==> src/rtl/regfile_wr_arbiter.sv <==
// regfile_wr_arbiter: three-requester round-robin arbiter for one register-file write port,
//    with optional per-grant locking for up to LOCK_MAX consecutive writes by one requester.
// Latency: one cycle from an accepted request (req_valid & req_ready) to the w/sw/c_in/gnt_id write.
// Backpressure: req_ready is combinational, with at most one bit set; a requester that is not
//    ready simply holds its valid. A request dropped before it is accepted is discarded.
// Ports:
//    clk, reset                    rising-edge clock; synchronous active-high reset
//    req_valid/req_lock[2:0]       per-requester valid, and hold-grant-after-this-write
//    req_addr0..2, req_data0..2    per-requester register index (3b) and write data (8b)
//    req_ready[2:0]                per-requester accept (combinational)
//    w, sw, c_in, gnt_id           registered write enable, select, data and winning requester
//    busy                          registered, high while a lock is held
//    conflict_cnt                  only with WR_CONFLICT_CNT_EN defined: saturating 8-bit count of
//                                  cycles in which some valid requester was not ready
module regfile_wr_arbiter #(
   parameter int LOCK_MAX = 4
) (
   input  logic       clk,
   input  logic       reset,
   input  logic [2:0] req_valid,
   input  logic [2:0] req_lock,
   input  logic [2:0] req_addr0,
   input  logic [2:0] req_addr1,
   input  logic [2:0] req_addr2,
   input  logic [7:0] req_data0,
   input  logic [7:0] req_data1,
   input  logic [7:0] req_data2,
   output logic [2:0] req_ready,
   output logic       w,
   output logic [2:0] sw,
   output logic [7:0] c_in,
   output logic [1:0] gnt_id,
`ifdef WR_CONFLICT_CNT_EN
   output logic [7:0] conflict_cnt,
`endif
   output logic       busy
);

   typedef enum logic {IDLE, LOCKED} state_t;

   localparam logic [3:0] LMAX = 4'(LOCK_MAX);

   state_t     state, state_nxt;
   logic [1:0] ptr, ptr_nxt;
   logic [1:0] owner, owner_nxt;
   logic [2:0] lock_cnt, lock_cnt_nxt;
   logic [1:0] c0, c1, c2;
   logic [1:0] win;
   logic       win_vld;
   logic       xfer;
   logic [1:0] xfer_id;
   logic [2:0] addr_sel;
   logic [7:0] data_sel;

   function automatic logic [1:0] inc3(input logic [1:0] i);
      return (i == 2'd2) ? 2'd0 : i + 2'd1;
   endfunction

   // Round-robin scan order: ptr, ptr+1, ptr+2 (mod 3).
   always_comb begin
      c0      = ptr;
      c1      = inc3(ptr);
      c2      = inc3(c1);
      win     = 2'd0;
      win_vld = 1'b0;
      if (req_valid[c0]) begin
         win = c0; win_vld = 1'b1;
      end else if (req_valid[c1]) begin
         win = c1; win_vld = 1'b1;
      end else if (req_valid[c2]) begin
         win = c2; win_vld = 1'b1;
      end
   end

   always_comb begin
      state_nxt    = state;
      ptr_nxt      = ptr;
      owner_nxt    = owner;
      lock_cnt_nxt = lock_cnt;
      req_ready    = 3'b000;
      xfer         = 1'b0;
      xfer_id      = 2'd0;
      case (state)
         IDLE: begin
            if (win_vld) begin
               req_ready = 3'b001 << win;
               xfer      = 1'b1;
               xfer_id   = win;
               if (req_lock[win]) begin
                  // Pointer stays put while locked; it advances past the owner on unlock.
                  state_nxt    = LOCKED;
                  owner_nxt    = win;
                  lock_cnt_nxt = 3'd1;
               end else begin
                  ptr_nxt = inc3(win);
               end
            end
         end
         LOCKED: begin
            req_ready = {2'b00, req_valid[owner]} << owner;
            if (req_valid[owner]) begin
               xfer    = 1'b1;
               xfer_id = owner;
            end
            // Stay locked only on an owner write that asks for more and has budget left.
            if (req_valid[owner] && req_lock[owner] && ({1'b0, lock_cnt} + 4'd1 < LMAX)) begin
               lock_cnt_nxt = lock_cnt + 3'd1;
            end else begin
               state_nxt    = IDLE;
               ptr_nxt      = inc3(owner);
               lock_cnt_nxt = 3'd0;
            end
         end
         default: state_nxt = IDLE;
      endcase
   end

   always_comb begin
      addr_sel = req_addr0;
      data_sel = req_data0;
      case (xfer_id)
         2'd1:    begin addr_sel = req_addr1; data_sel = req_data1; end
         2'd2:    begin addr_sel = req_addr2; data_sel = req_data2; end
         default: begin addr_sel = req_addr0; data_sel = req_data0; end
      endcase
   end

   always_ff @(posedge clk) begin
      if (reset) begin
         state    <= IDLE;
         ptr      <= 2'd0;
         owner    <= 2'd0;
         lock_cnt <= 3'd0;
         w        <= 1'b0;
         sw       <= 3'd0;
         c_in     <= 8'h00;
         gnt_id   <= 2'd0;
         busy     <= 1'b0;
      end else begin
         state    <= state_nxt;
         ptr      <= ptr_nxt;
         owner    <= owner_nxt;
         lock_cnt <= lock_cnt_nxt;
         busy     <= (state_nxt == LOCKED);
         w        <= xfer;
         if (xfer) begin
            sw     <= addr_sel;
            c_in   <= data_sel;
            gnt_id <= xfer_id;
         end
      end
   end

`ifdef WR_CONFLICT_CNT_EN
   always_ff @(posedge clk) begin
      if (reset) begin
         conflict_cnt <= 8'h00;
      end else if (|(req_valid & ~req_ready) && (conflict_cnt != 8'hFF)) begin
         conflict_cnt <= conflict_cnt + 8'h01;
      end
   end
`endif

endmodule
==> config.mk <==
export PLATFORM = sky130hd
export DESIGN_NAME = regfile_wr_arbiter
export DESIGN_NICKNAME = d
export VERILOG_FILES = /design/src/rtl/regfile_wr_arbiter.sv
export SDC_FILE = /design/constraint.sdc
export NUM_CORES = 1
export LEC_CHECK = 0
export CAP_MARGIN = 30
export CORE_MARGIN = 2
export CORE_UTILIZATION = 40
export DETAILED_ROUTE_END_ITERATION = 16
export PLACE_DENSITY = 0.77
export SYNTH_ARGS = -nofsm -noshare
export SYNTH_HDL_FRONTEND = slang
export SYNTH_SLANG_ARGS = --single-unit
==> constraint.sdc <==
create_clock -name clk -period 3.9 [get_ports clk]
set_input_delay 1.17 -clock clk [delete_from_list [all_inputs] [get_ports clk]]
set_output_delay 1.17 -clock clk [all_outputs]
set_load 0.02 [all_outputs]
After elaboration in Yosys (flattened, before gate mapping) --
Cells that the tools add are included.
Operators by class: add/subtract/negate cells 6, order comparisons 6, equal/unequal tests 10, shift-type cells 2, multiplexer cells 44, bitwise gates (word level) 1, reductions and logical operators 5
Operator list (count):
- $mux W2 | 12
- $pmux W3 S2 | 3
- $pmux W8 S2 | 1
- $lt A2 B3 Y1 const B | 5
- $mux W1 | 14
- $bmux W1 S2 | 6
- $mux W3 | 4
- $eq A2 B2 Y1 const B | 5
- $add A2 B1 Y2 const B | 4
- $ne A2 B2 Y1 const B | 4
- $pmux W2 S2 | 2
- $reduce_and A3 Y1 | 2
- $add A3 B1 Y4 const B | 1
- $lt A4 B3 Y1 const B | 1
- $pmux W1 S2 | 2
- $add A3 B1 Y3 const B | 1
- $shl A1 B2 Y3 | 1
- $shl A1 B2 Y3 const A | 1
- $eq A2 B1 Y1 const B | 1
- $logic_and A1 B1 Y1 | 2
- $reduce_and A2 Y1 | 1
- $not A1 Y1 | 1
Word-level totals: register bits 22, input port bits 41, logic and storage cells 82

Longest topological paths before layout --
depth after elaboration 14, gate-level depth with buffers 14

Least setup slack after synthesis --
No wires, ideal clock.
path type input-to-output, start point input port req_valid[0], end point output port req_ready[0], arrival time 2.223 ns, required time 2.730 ns, setup slack 0.507 ns, stages on the path 4, buffers on the path 1, cells stage by stage clkbuf_1 > o211a_1 > or3_4 > a32o_1
Between the ends: longest elaborated chain between the ends 8, elaborated cells on any way between the ends 18, classes of those cells shift: 2; mux: 16
RTL lines:
- start, declared | RTL line 20 | input logic [2:0] req_valid,
- $bmux W1 S2 | RTL line 70 | end else if (req_valid[c2]) begin
- $mux W1 (implied by the code) | RTL line 70
- $mux W2 | RTL line 70
- $mux W2 | RTL line 68 | end else if (req_valid[c1]) begin
- $mux W2 | RTL line 66 | if (req_valid[c0]) begin
- $shl A1 B2 Y3 | RTL line 86 | req_ready = 3'b001 << win;
- $mux W3 | RTL line 85 | if (win_vld) begin
- $pmux W3 S2 (*) | RTL line 83 | case (state)
- end, declared | RTL line 28 | output logic [2:0] req_ready,
Mark *: on every way between the ends. The rest lies on a longest branch, timed or not. The select of a mux whose other input is x is not followed.

Worst setup path in the final report --
start point input port req_valid[0], end point output port req_ready[2]
The elaborated chain is that of the path after synthesis.

==> flow_summary.yaml <==
sta:
  setup_viol: 0
  post-route-period-util_pct: 96.7
  finalCriticalPeriod_ps: 3770
  worstMarginPinSlew_ps: 456
  maxSlewViolCount: 0
  rsz0062_at_grt: "no"
  max_slew_margin_pct: 69.5
  hold_slack_ps: 497
  finClkSkew_ps: 11.4
  hold_viol: 0
  timing.fmax_mhz: 265
clock_network:
  cts_tree: "done"
  h-tree-depth: 1
  clock_sinks: 22
  clkSlewWorstSetupHoldPaths_ps: 110
  cts_buffers: 3
  clk_path_buf_depth: 2
  cts_setup_buffers: 0
  cts-root-buf: "clkbuf_4"
  clkLatencyLatePin_ps: 310
job:
  cap_violations: 0
layout:
  nets: 297
  nFillCells: 296
  final_util_pct: 67.6
  drive_gt1_share_pct: 13.5
  antenna_cells: 0
  synthToLayoutAreaGrowth_pct: 58.1
  fin_area_um2: 2100
die:
  core_area_um2: 3100
  io_pins: 59
  die_area_um2: 3800
  start_util_pct: 42.8
  rows: 20
  dieWidth_um: 61.6
  die_h_um: 61.6
power:
  p_total_mw: 0.765
  p_leak_nw: 0.888
  irDropWorstVdd_v: 0.000281
  powerDensity_nw_per_um2: 365
global_route:
  grt-ovfl-total: 0
  grt_pass1_wl_um: 6000
  grt.busiest_layer: "met2"
  grt_max_degree: 26
  antenna_found_initial: 0
  grt_pass1_vias: 1434
  grt.met2_usage_pct: 36.8
  track_usage_pct: 20.6
  grt_use_met3_pct: 3.57
  grt_use_met1_pct: 25.4
hold_path:
  min_path_type: "reg -> reg"
synth:
  ys_ff_latch: 22
  ys_seq_area_share_pct: 33.2
  async_reset_ff_share_pct: 0
  synth_cell_type_count: 33
  synth_top_area_share_pct: 33.2
  syn_inst: 183
  ys.warnings.count: 0
  synth_edf_count: 0
  synth-main-ff-cell: "dfxtp_1"
  syn_nets: 227
  synthTopCellsByCount: "48 x nor2_1, 33 x a21oi_1, 22 x dfxtp_1"
  synth_area_um2: 1330
  synth_area_leaders: "dfxtp_1 33%, nor2_1 14%, a21oi_1 12%, a22oi_1 6.2%, mux2i_1 3.0%"
  yosysMostFrequentCell: "nor2_1"
  yosysTopAreaCell: "dfxtp_1"
  synth.avg_cell_area_um2: 7.25
route:
  finalWirelength_um: 3590
  dr.pass1.iters: 4
  via_per_inst: 5.02
  wire_per_inst_um: 12.1
  dr_total_vias: 1486
  drc_errors: 0
  drtIter0Drc: 131
  postRouteAntennaNets: 0
outcome:
  outcome: "finished clean"
place:
  io_buffers: 58
  place_area_um2: 2070
  routabilityCongestion: 0.881
  dp_hpwl_um: 2800
worst_setup_path:
  path_max_fanout: 5
  cp.required_ps: 2730
  critPathLaunchType: "primary input"
  worstPathArrival_ps: 2600
  end_kind: "primary output"
  crit_type: "in -> out"
-- stage by stage --
stage,instances,setup WS (ps),TNS [ps]
floorplan,183,507,0
global placement,292,-326,-864
detailed placement,292,-322,-894
CTS,296,1.21,0
global route,296,64.2,0
finish,296,128,0
-- cell usage in the layout, fill, tap and decap left out, drive strengths merged, types with 2 or more instances in the layout --
| master | instances |
|---|---|
| and3 | 2 |
| clkbuf | 6 |
| mux2i | 4 |
| mux2 | 2 |
| a22o | 2 |
| inv | 10 |
| nand2 | 6 |
| a21oi | 33 |
| o21ai | 7 |
| nor2 | 48 |
| buf | 20 |
| nor2b | 3 |
| clkdlybuf4s50 | 54 |
| a22oi | 12 |
| ha | 3 |
| a221oi | 2 |
| a21o | 2 |
| dfxtp | 22 |
| a32o | 2 |
-- flip-flops by register name (all words and copies together) (netlist names) --
| name | count |
|---|---|
| c0 | 2 |
| c_in | 8 |
| gnt_id | 2 |
| lock_cnt | 3 |
| owner | 2 |
| state | 1 |
| sw | 3 |
| w | 1 |
-- layer usage --
| layer | wire length (µm) | part of all wire [%] | vias up |
|---|---|---|---|
| met5 | 0 | 0 | - |
| met1 | 1680 | 47 | 677 |
| met2 | 1720 | 48 | 30 |
| met4 | 44 | 1.2 | 0 |
| met3 | 154 | 4.3 | 4 |
| li1 | - | - | 775 |
-- cell families (layout without fill, tap and decap cells) --
group / Yosys count / in the layout / share of synthesized area, %
flip-flops: 22 / 22 / 33.2
multiplexers: 6 / 6 / 4.71
AO/OA/AOI/OAI: 63 / 63 / 30.5
buffers and inverters: 22 / 91 / 6.41
adder cells (fa/ha/maj): 3 / 3 / 2.83
AND/OR/NAND/NOR: 67 / 67 / 22.3
-- worst paths after layout --
path	from	slack [ps]	end	depth (start not counted)
hold reg to reg	c_in[5]	500	c_in[5]	2
setup / recovery	req_valid[0]	130	req_ready[2]	7
hold / removal	c_in[5]	500	c_in[5]	2
setup reg to reg	owner[1]	1360	sw[0]	12
-- worst max-delay path, stage by stage --
cell and delay [ps]:
clkdlybuf4s50_1 450, buf_4 170, mux2i_1 120, o21ai_1 90, and2_1 210, a22o_1 240, clkbuf_2 150
-- power breakdown --
| group | internal, mW | switching, mW |
|---|---|---|
| logic | 0.183 | 0.178 |
| clock network | 0.0570 | 0.0664 |
| registers | 0.254 | 0.0262 |
| total | 0.494 | 0.271 |
-- repair_timing --
action                     in CTS  in global routing
pin swaps                       1                  1
hold buffers                    0                  0
gates resized for setup         9                  3
setup endpoints to repair       3                  3
-- cell type report --
class                           count  area, µm²  share of cell area [%]
Multi-Input combinational cell    139        806                    38.4
Timing Repair Buffer               77        723                    34.5
Sequential cell                    22        440                    21.0
Tap cell                           44       55.1                    2.62
Inverter                           10       37.5                    1.79
Clock buffer                        4       36.3                    1.73
No activity file was read; power rests on OpenSTA's default activity.
